## config.mk

```make
export PLATFORM = sky130hd
export DESIGN_NAME = gray_code_receiver
export DESIGN_NICKNAME = d
export VERILOG_FILES = /design/src/rtl/gray_code_pkg.sv /design/src/rtl/gray_code_sync.sv /design/src/rtl/gray_code_receiver.sv
export SDC_FILE = /design/constraint.sdc
export NUM_CORES = 1
export LEC_CHECK = 0
export BUFFER_PORTS_ARGS = -buffer_cell sky130_fd_sc_hd__buf_2
export CORE_MARGIN = 1.5
export CORE_UTILIZATION = 59
export DETAILED_ROUTE_END_ITERATION = 8
export PLACE_DENSITY_LB_ADDON = 0.12
export SLEW_MARGIN = 25
export SYNTH_ARGS = -nofsm -noshare
export SYNTH_HDL_FRONTEND = slang
export SYNTH_SLANG_ARGS = --single-unit
```

## constraint.sdc

```tcl
create_clock -name clk_i -period 6.25 [get_ports clk_i]
set_clock_uncertainty 0.2 [all_clocks]
set_input_delay 0.3125 -clock clk_i [delete_from_list [all_inputs] [get_ports clk_i]]
set_output_delay 0.3125 -clock clk_i [all_outputs]
set_load 0.02 [all_outputs]
```

## src/rtl/gray_code_pkg.sv

```systemverilog
// Shared Gray-code helpers used by both the counter (encode) and receiver (decode) sides.
// Functions work on a maximum-width word; narrower counts are zero-extended, which leaves both conversions exact.
package gray_code_pkg;

    localparam int unsigned GRAY_MAX_W = 32;

    typedef logic [GRAY_MAX_W-1:0] gray_word_t;

    function automatic gray_word_t bin2gray(input gray_word_t bin);
        return bin ^ (bin >> 1);
    endfunction

    // Each binary bit is the XOR of all Gray bits at or above it; zero upper bits are neutral.
    function automatic gray_word_t gray2bin(input gray_word_t gray);
        gray_word_t bin;
        bin = '0;
        bin[GRAY_MAX_W-1] = gray[GRAY_MAX_W-1];
        for (int unsigned i = GRAY_MAX_W - 1; i > 0; i--) begin
            bin[i-1] = bin[i] ^ gray[i-1];
        end
        return bin;
    endfunction

endpackage

```

## src/rtl/gray_code_sync.sv

```systemverilog
// Plain flop chain that resynchronizes a Gray count into the local clock domain.
// No logic between stages so synthesis attributes for metastability hardening apply cleanly.
module gray_code_sync #(
    parameter int unsigned WIDTH       = 8,
    parameter int unsigned SYNC_STAGES = 2
) (
    input  logic             clk,
    input  logic             rst_n,
    input  logic [WIDTH-1:0] d,
    output logic [WIDTH-1:0] q
);

    logic [WIDTH-1:0] chain [SYNC_STAGES];

    always_ff @(posedge clk or negedge rst_n) begin
        if (!rst_n) begin
            for (int unsigned i = 0; i < SYNC_STAGES; i++) begin
                chain[i] <= '0;
            end
        end else begin
            chain[0] <= d;
            for (int unsigned i = 1; i < SYNC_STAGES; i++) begin
                chain[i] <= chain[i-1];
            end
        end
    end

    assign q = chain[SYNC_STAGES-1];

endmodule

```

## src/rtl/gray_code_receiver.sv

```systemverilog
// Receive side of a Gray-coded count crossing: synchronize, decode to binary,
// report the increment since the last accepted value and flag illegal transitions.
module gray_code_receiver
    import gray_code_pkg::*;
#(
    parameter int unsigned WIDTH       = 8,
    parameter int unsigned SYNC_STAGES = 2
) (
    input  logic             clk_i,
    input  logic             rst_ni,
    input  logic [WIDTH-1:0] gray_i,
    input  logic             ce_i,
    input  logic             clr_err_i,
    output logic [WIDTH-1:0] gray_o,
    output logic [WIDTH-1:0] binary_o,
    output logic [WIDTH-1:0] delta_o,
    output logic             update_o,
    output logic             error_o
);

    logic [WIDTH-1:0] gray_s;
    logic [WIDTH-1:0] bin_s;
    logic [WIDTH-1:0] diff;
    logic [WIDTH-1:0] gray_q;
    logic [WIDTH-1:0] binary_q;
    logic [WIDTH-1:0] delta_q;
    logic             update_q;
    logic             error_q;
    logic             cont_q;
    logic             changed;
    logic             illegal;

    gray_code_sync #(
        .WIDTH       (WIDTH),
        .SYNC_STAGES (SYNC_STAGES)
    ) u_sync (
        .clk   (clk_i),
        .rst_n (rst_ni),
        .d     (gray_i),
        .q     (gray_s)
    );

    // A legal +1 step is always a single-bit change, so any other changed value is illegal.
    always_comb begin
        bin_s   = WIDTH'(gray2bin(GRAY_MAX_W'(gray_s)));
        diff    = bin_s - binary_q;
        changed = (gray_s != gray_q);
        illegal = 1'b0;
        if (ce_i && cont_q) begin
            if ($countones(gray_s ^ gray_q) > 1) begin
                illegal = 1'b1;
            end else if (changed && (diff != WIDTH'(1))) begin
                illegal = 1'b1;
            end
        end
    end

    always_ff @(posedge clk_i or negedge rst_ni) begin
        if (!rst_ni) begin
            gray_q   <= '0;
            binary_q <= '0;
            delta_q  <= '0;
            update_q <= 1'b0;
            error_q  <= 1'b0;
            cont_q   <= 1'b0;
        end else begin
            cont_q <= ce_i;
            if (ce_i) begin
                gray_q   <= gray_s;
                binary_q <= bin_s;
                update_q <= changed;
                if (changed) begin
                    delta_q <= diff;
                end
            end else begin
                update_q <= 1'b0;
            end
            if (illegal) begin
                error_q <= 1'b1;
            end else if (clr_err_i) begin
                error_q <= 1'b0;
            end
        end
    end

    assign gray_o   = gray_q;
    assign binary_o = binary_q;
    assign delta_o  = delta_q;
    assign update_o = update_q;
    assign error_o  = error_q;

endmodule

```

==> Yosys cells after proc, flatten, opt, wreduce, memory -nomap -nowiden <==
Index checks and enable logic that the tools add are counted.
{ "classes": {"n_addsub": 8, "n_lt_le_gt_ge": 1, "n_eq_ne": 2, "muxes": 6, "n_bitwise": 8, "reduce_logical": 4} }
{ "op_table": {"columns": ["operator", "n"], "rows": [
  ["1-bit by 1-bit adder with 2-bit output", 4],
  ["8-bit by 1-bit != test with 1-bit output (second input constant)", 1],
  ["8-bit != test", 1],
  ["8-bit subtractor", 1],
  ["8-bit bitwise XOR", 1],
  ["1-bit bitwise XOR", 7],
  ["2-bit by 2-bit adder with 3-bit output", 2],
  ["1-bit 2-to-1 mux", 6],
  ["3-bit by 3-bit adder with 4-bit output", 1],
  ["4-bit by 1-bit greater-than comparator with 1-bit output (second input constant)", 1],
  ["1-bit logical AND", 2],
  ["2-bit AND reduction", 1],
  ["2-bit nonzero test", 1]
]} }
{ "word_totals": {"ff_bits": 43, "in_bits": 12, "elab_cells": 37} }

==> Longest topological paths before layout <==
{ "logic_depth": {"word_depth": 14, "ltp_mapped": 13} }

==> Cells and area by module <==
A second synthesis with hierarchy kept.
{ "unflattened": {"hier_cells": 187, "hier_area_um2": 2184.6} }
{ "modules_own_cells": {"columns": ["module", "n_inst", "cells_each", "area_each_um2", "seq_area_each_um2"], "rows": [
  ["gray_code_receiver", 1, 163, 1724.2, 650.6],
  ["gray_code_sync", 1, 24, 460.4, 400.4]
]} }

==> Least setup slack after synthesis <==
Ideal clock, no wire load.
{ "synth_path": {"path_type": "register -> register", "start": "reg gray_q[1] (netlist: gray_o[1])", "end": "reg error_q (netlist: error_o)", "setup_ns": 0.146, "arrival_time_ns": 3.421, "required_ns": 5.904, "slack_ns": 2.483, "path_stages_with_launch": 14, "cell_sequence": "dfrtp_1 xnor2_1 fa_1 fa_1 inv_1 fa_1 ha_1 inv_1 fa_1 nor2_1 a31o_2 nand3_1 a211oi_1 a41oi_1"} }
{ "synth_between": {"elab_chain_len": 8, "elab_cells_between_ends": 12} }
{ "synth_rtl": {"columns": ["element", "line", "source"], "rows": [
  ["from (decl)", "gray_code_receiver.sv:24", "logic [WIDTH-1:0] gray_q;"],
  ["from (signal assigned)", "gray_code_receiver.sv:69", "gray_q <= gray_s;"],
  ["8-bit bitwise XOR", "gray_code_receiver.sv:50", "if ($countones(gray_s ^ gray_q) > 1) begin"],
  ["1-bit by 1-bit adder with 2-bit output (not written as such)", "gray_code_receiver.sv:50", null],
  ["2-bit by 2-bit adder with 3-bit output (not written as such)", "gray_code_receiver.sv:50", null],
  ["3-bit by 3-bit adder with 4-bit output (not written as such)", "gray_code_receiver.sv:50", null],
  ["4-bit by 1-bit greater-than comparator with 1-bit output", "gray_code_receiver.sv:50", null],
  ["1-bit 2-to-1 mux *", "gray_code_receiver.sv:50", null],
  ["1-bit 2-to-1 mux *", "gray_code_receiver.sv:49", "if (ce_i && cont_q) begin"],
  ["1-bit 2-to-1 mux or 2-bit nonzero test (tied branches)", null, null],
  ["to (signal assigned)", "gray_code_receiver.sv:64", "error_q <= 1'b0;"],
  ["to (signal assigned)", "gray_code_receiver.sv:79", "error_q <= 1'b1;"],
  ["to (signal assigned)", "gray_code_receiver.sv:81", "error_q <= 1'b0;"],
  ["to (decl)", "gray_code_receiver.sv:28", "logic error_q;"]
]} }
Every way passes the cells marked *; elsewhere a longest branch is shown, timed or not.
A chain may end at the register's enable or synchronous reset.

==> Final worst setup path <==
{ "layout_path": {"start": "reg u_sync.chain (netlist bit u_sync.q[1])", "end": "reg error_q (netlist: error_o)"} }
{ "layout_between": {"elab_chain_len": 9, "elab_cells_between_ends": 16} }
{ "layout_rtl": {"columns": ["element", "line", "source"], "rows": [
  ["from (decl)", "gray_code_sync.sv:13", "logic [WIDTH-1:0] chain [SYNC_STAGES];"],
  ["from (signal, indexed assignment)", "gray_code_sync.sv:23", "chain[i] <= chain[i-1];"],
  ["branches (longest 6 deep; another with 3-bit by 3-bit adder with 4-bit output)", null, null],
  ["1-bit 2-to-1 mux *", "gray_code_receiver.sv:50", null],
  ["1-bit 2-to-1 mux *", "gray_code_receiver.sv:49", null],
  ["1-bit 2-to-1 mux or 2-bit nonzero test (tied branches)", null, null]
]} }
Mark *: on every way between the ends.

==> flow_summary.toml <==
[sta]
worst_slew_pin_slew_ns = 0.6021
clock.fmax_mhz = 246.1
fin_setup_tns_ns = 0
hold_violations = 0
slew_viol_final = 0
rsz0062_at_grt = "no"
min_period_over_period = 0.6502
setup_viol = 0
min_period_ns = 4.063
slew_headroom = 0.5935

[critical_path]
critPathLaunchType = "register"
crit_required_ns = 6.29
critical_path_class = "register to register"
r2r_setup_slack_ns = 2.19
r2r_cells = 13
worstPathArrival_ns = 4.10
endpoint_kind = "register"
worstReg2RegStart = "u_sync.q[1]"
r2r_end = "error_o"
crit_fanout = 3

[synthesis]
yosys_register_bits = 42
synth_area_um2 = 2146
async_reset_ff_frac = 1.000
synth_edf_count = 0
syn-mean-instance-area_um2 = 11.99
ys_seq_area_frac = 0.4898
synthCells = 179
yosys_warnings = 0
synth_fp_nets = 207
yosys.cell_types.count = 42
ys.flop_type = "dfrtp_1"

[floorplanning]
die_x_um = 63.31
die_area_um2 = 4008
die_h_um = 63.31
initial_utilization = 0.6282
core_area_um2 = 3416
num_rows = 21
ioPinCount = 38

[power]
finalPower_w = 0.0009515
leakage_nw = 1.219
powerDensity_nw_per_um2 = 376.1
ir_drop_mv = 0.2027

[drt]
drt_iter0_drc = 48
final_antenna_net_count = 0
drtPass1Iterations = 4
vias = 1470
vias_per_cell = 5.345
wl_per_cell_um = 15.41
wl_um = 4238
drc_errors = 0

[cts]
clk_latency_ns = 0.38
cts_resized = 0
post_cts_buffers = 0
cts_buffer_depth = 2
cts_made_buffers = 5
cts_hold_buf = 9
htreeDepth = 2
tritoncts = "yes"
cts_root_buf = "clkbuf_4"
cts_sinks = 42
path_clk_slew_ns = 0.14

[placement]
portBuffers = 37
dpl_cell_area_um2 = 2374
gp_congestion = 0.8436
hpwl_um = 3112
place_inst = 258

[layout]
multi_input_area_um2 = 997.2
fin_util = 0.7407
fin_area_um2 = 2530
diodes = 0
stdcell_count = 275
syn_to_final_growth_pct = 17.90
fill_cells = 239
drive_gt1_frac = 0.2838
regArea_um2 = 1051
final_nets = 256

[worst_hold_path]
hold_path_startpoint = "clr_err_i"
whs_path_depth = 4
hold_path_end = "error_o"
hold_class = "input pin to register"

[global_routing]
grt_usage = 0.2343
gr-total-overflow = 0
grt_pass1_wl_um = 7100
grt_pass1_vias = 1551
grt_max_degree = 43
antenna_found_initial = 0

[job]
maxCapViolCount = 0

[status]
outcome = "completed"
flip-flops by register name (all words and copies together) (netlist names):
register,count
update_o,1
error_o,1
delta_o,8
u_sync.q,8
gray_o,8
cont_q,1
binary_o,7
u_sync.chain,8
cell families (layout without fill, tap and decap cells):
family,after synthesis,count (layout),share of synthesized area
AO/OA/AOI/OAI,34,34,0.1085
adder cells (fa/ha/maj),16,16,0.1108
flip-flops,42,42,0.4898
XOR/XNOR,18,18,0.1090
AND/OR/NAND/NOR,34,34,0.08397
buffers and inverters,25,75,0.04548
multiplexers,10,10,0.05248
critical path, stage by stage, from the launching register on:
cell and delay, ns:
dfrtp_1 0.49, xnor2_1 0.32, fa_1 0.51, fa_1 0.54
inv_1 0.06, fa_1 0.50, ha_1 0.18, inv_1 0.06
fa_1 0.37, nor2_1 0.10, a31o_2 0.17, nand3_1 0.07
a211oi_1 0.23, a41oi_1 0.14
routing by layer:
| layer | track usage | routed length (um) |
|---|---|---|
| met5 | 0 | 0 |
| met4 | 0.08696 | 65 |
| met3 | 0.05714 | 169 |
| met2 | 0.3963 | 2115 |
| met1 | 0.2930 | 1888 |
area by class of cell:
cell class	count	share of cell area
Clock buffer	5	0.01484
Inverter	20	0.02967
Clock inverter	3	0.01039
Multi-Input combinational cell	112	0.3942
Tap cell	46	0.02275
Sequential cell	42	0.4154
Timing Repair Buffer	47	0.1128
synthesized netlist by cell type, drive strengths merged, types with 2 or more instances:
library cell  instances  area (um2)
o21ai                14       70.07
xnor2                11       122.6
nor3b                 2       15.01
o211a                 2       20.02
a31o                  2       17.52
ha                   11       137.6
inv                  20       75.07
fa                    5       100.1
a211oi                2       15.01
nor3                  2       10.01
clkbuf                4       15.01
a21oi                 4       23.77
nor2                  3       11.26
nand2                12       45.04
nor2b                 6       37.54
or3                   2       12.51
o21a                  2       15.01
xor2                  5       62.56
dfrtp                42        1051
mux2                 10       112.6
power by group:
part	leakage (nW)	total (W)	internal, W	switching, W
clock	0.0366	0.000150	0.0000483	0.000102
sequential	0.495	0.000345	0.000318	0.0000272
combinational	0.688	0.000456	0.000192	0.000264
total	1.22	0.000952	0.000558	0.000394
stage by stage:
stage / setup slack, ns / hold slack [ns]
floorplan: 2.483 / -0.1831
global placement: 2.386 / 0.1333
detailed placement: 2.192 / 0.1347
CTS: 2.170 / 0.1001
global route: 1.987 / 0.1167
finish: 2.187 / 0.1144
how the worst max path moves through the flow:
| stage | endpoint | startpoint | slack [ns] | cells past startpoint |
|---|---|---|---|---|
| after detailed placement | error_o | u_sync.q[1] | 2.19 | 13 |
| after CTS | error_o | u_sync.q[1] | 2.17 | 13 |
| after global routing | error_o | u_sync.q[1] | 1.99 | 13 |
| final | error_o | u_sync.q[1] | 2.19 | 13 |
| after floorplan | error_o | gray_o[1] | 2.48 | 13 |
| after global placement | error_o | u_sync.q[1] | 2.39 | 13 |
cell usage in the layout (no fill, tap or decap), types with 2 or more instances in the layout:
master         instances
buf_4                  2
nor3_1                 2
o21ai_0               14
ha_1                  11
or3_1                  2
dfrtp_1               42
inv_6                  3
clkbuf_4               5
o211a_1                2
buf_2                 36
a211oi_1               2
xnor2_1                9
fa_1                   5
nor3b_1                2
nor2_1                 3
a31o_2                 2
inv_1                 20
mux2_2                10
a21oi_1                3
nand2_1               12
dlygate4sd3_1          9
nor2b_1                6
xor2_1                 4
o21a_1                 2
Power figures use the tool's default switching activity.
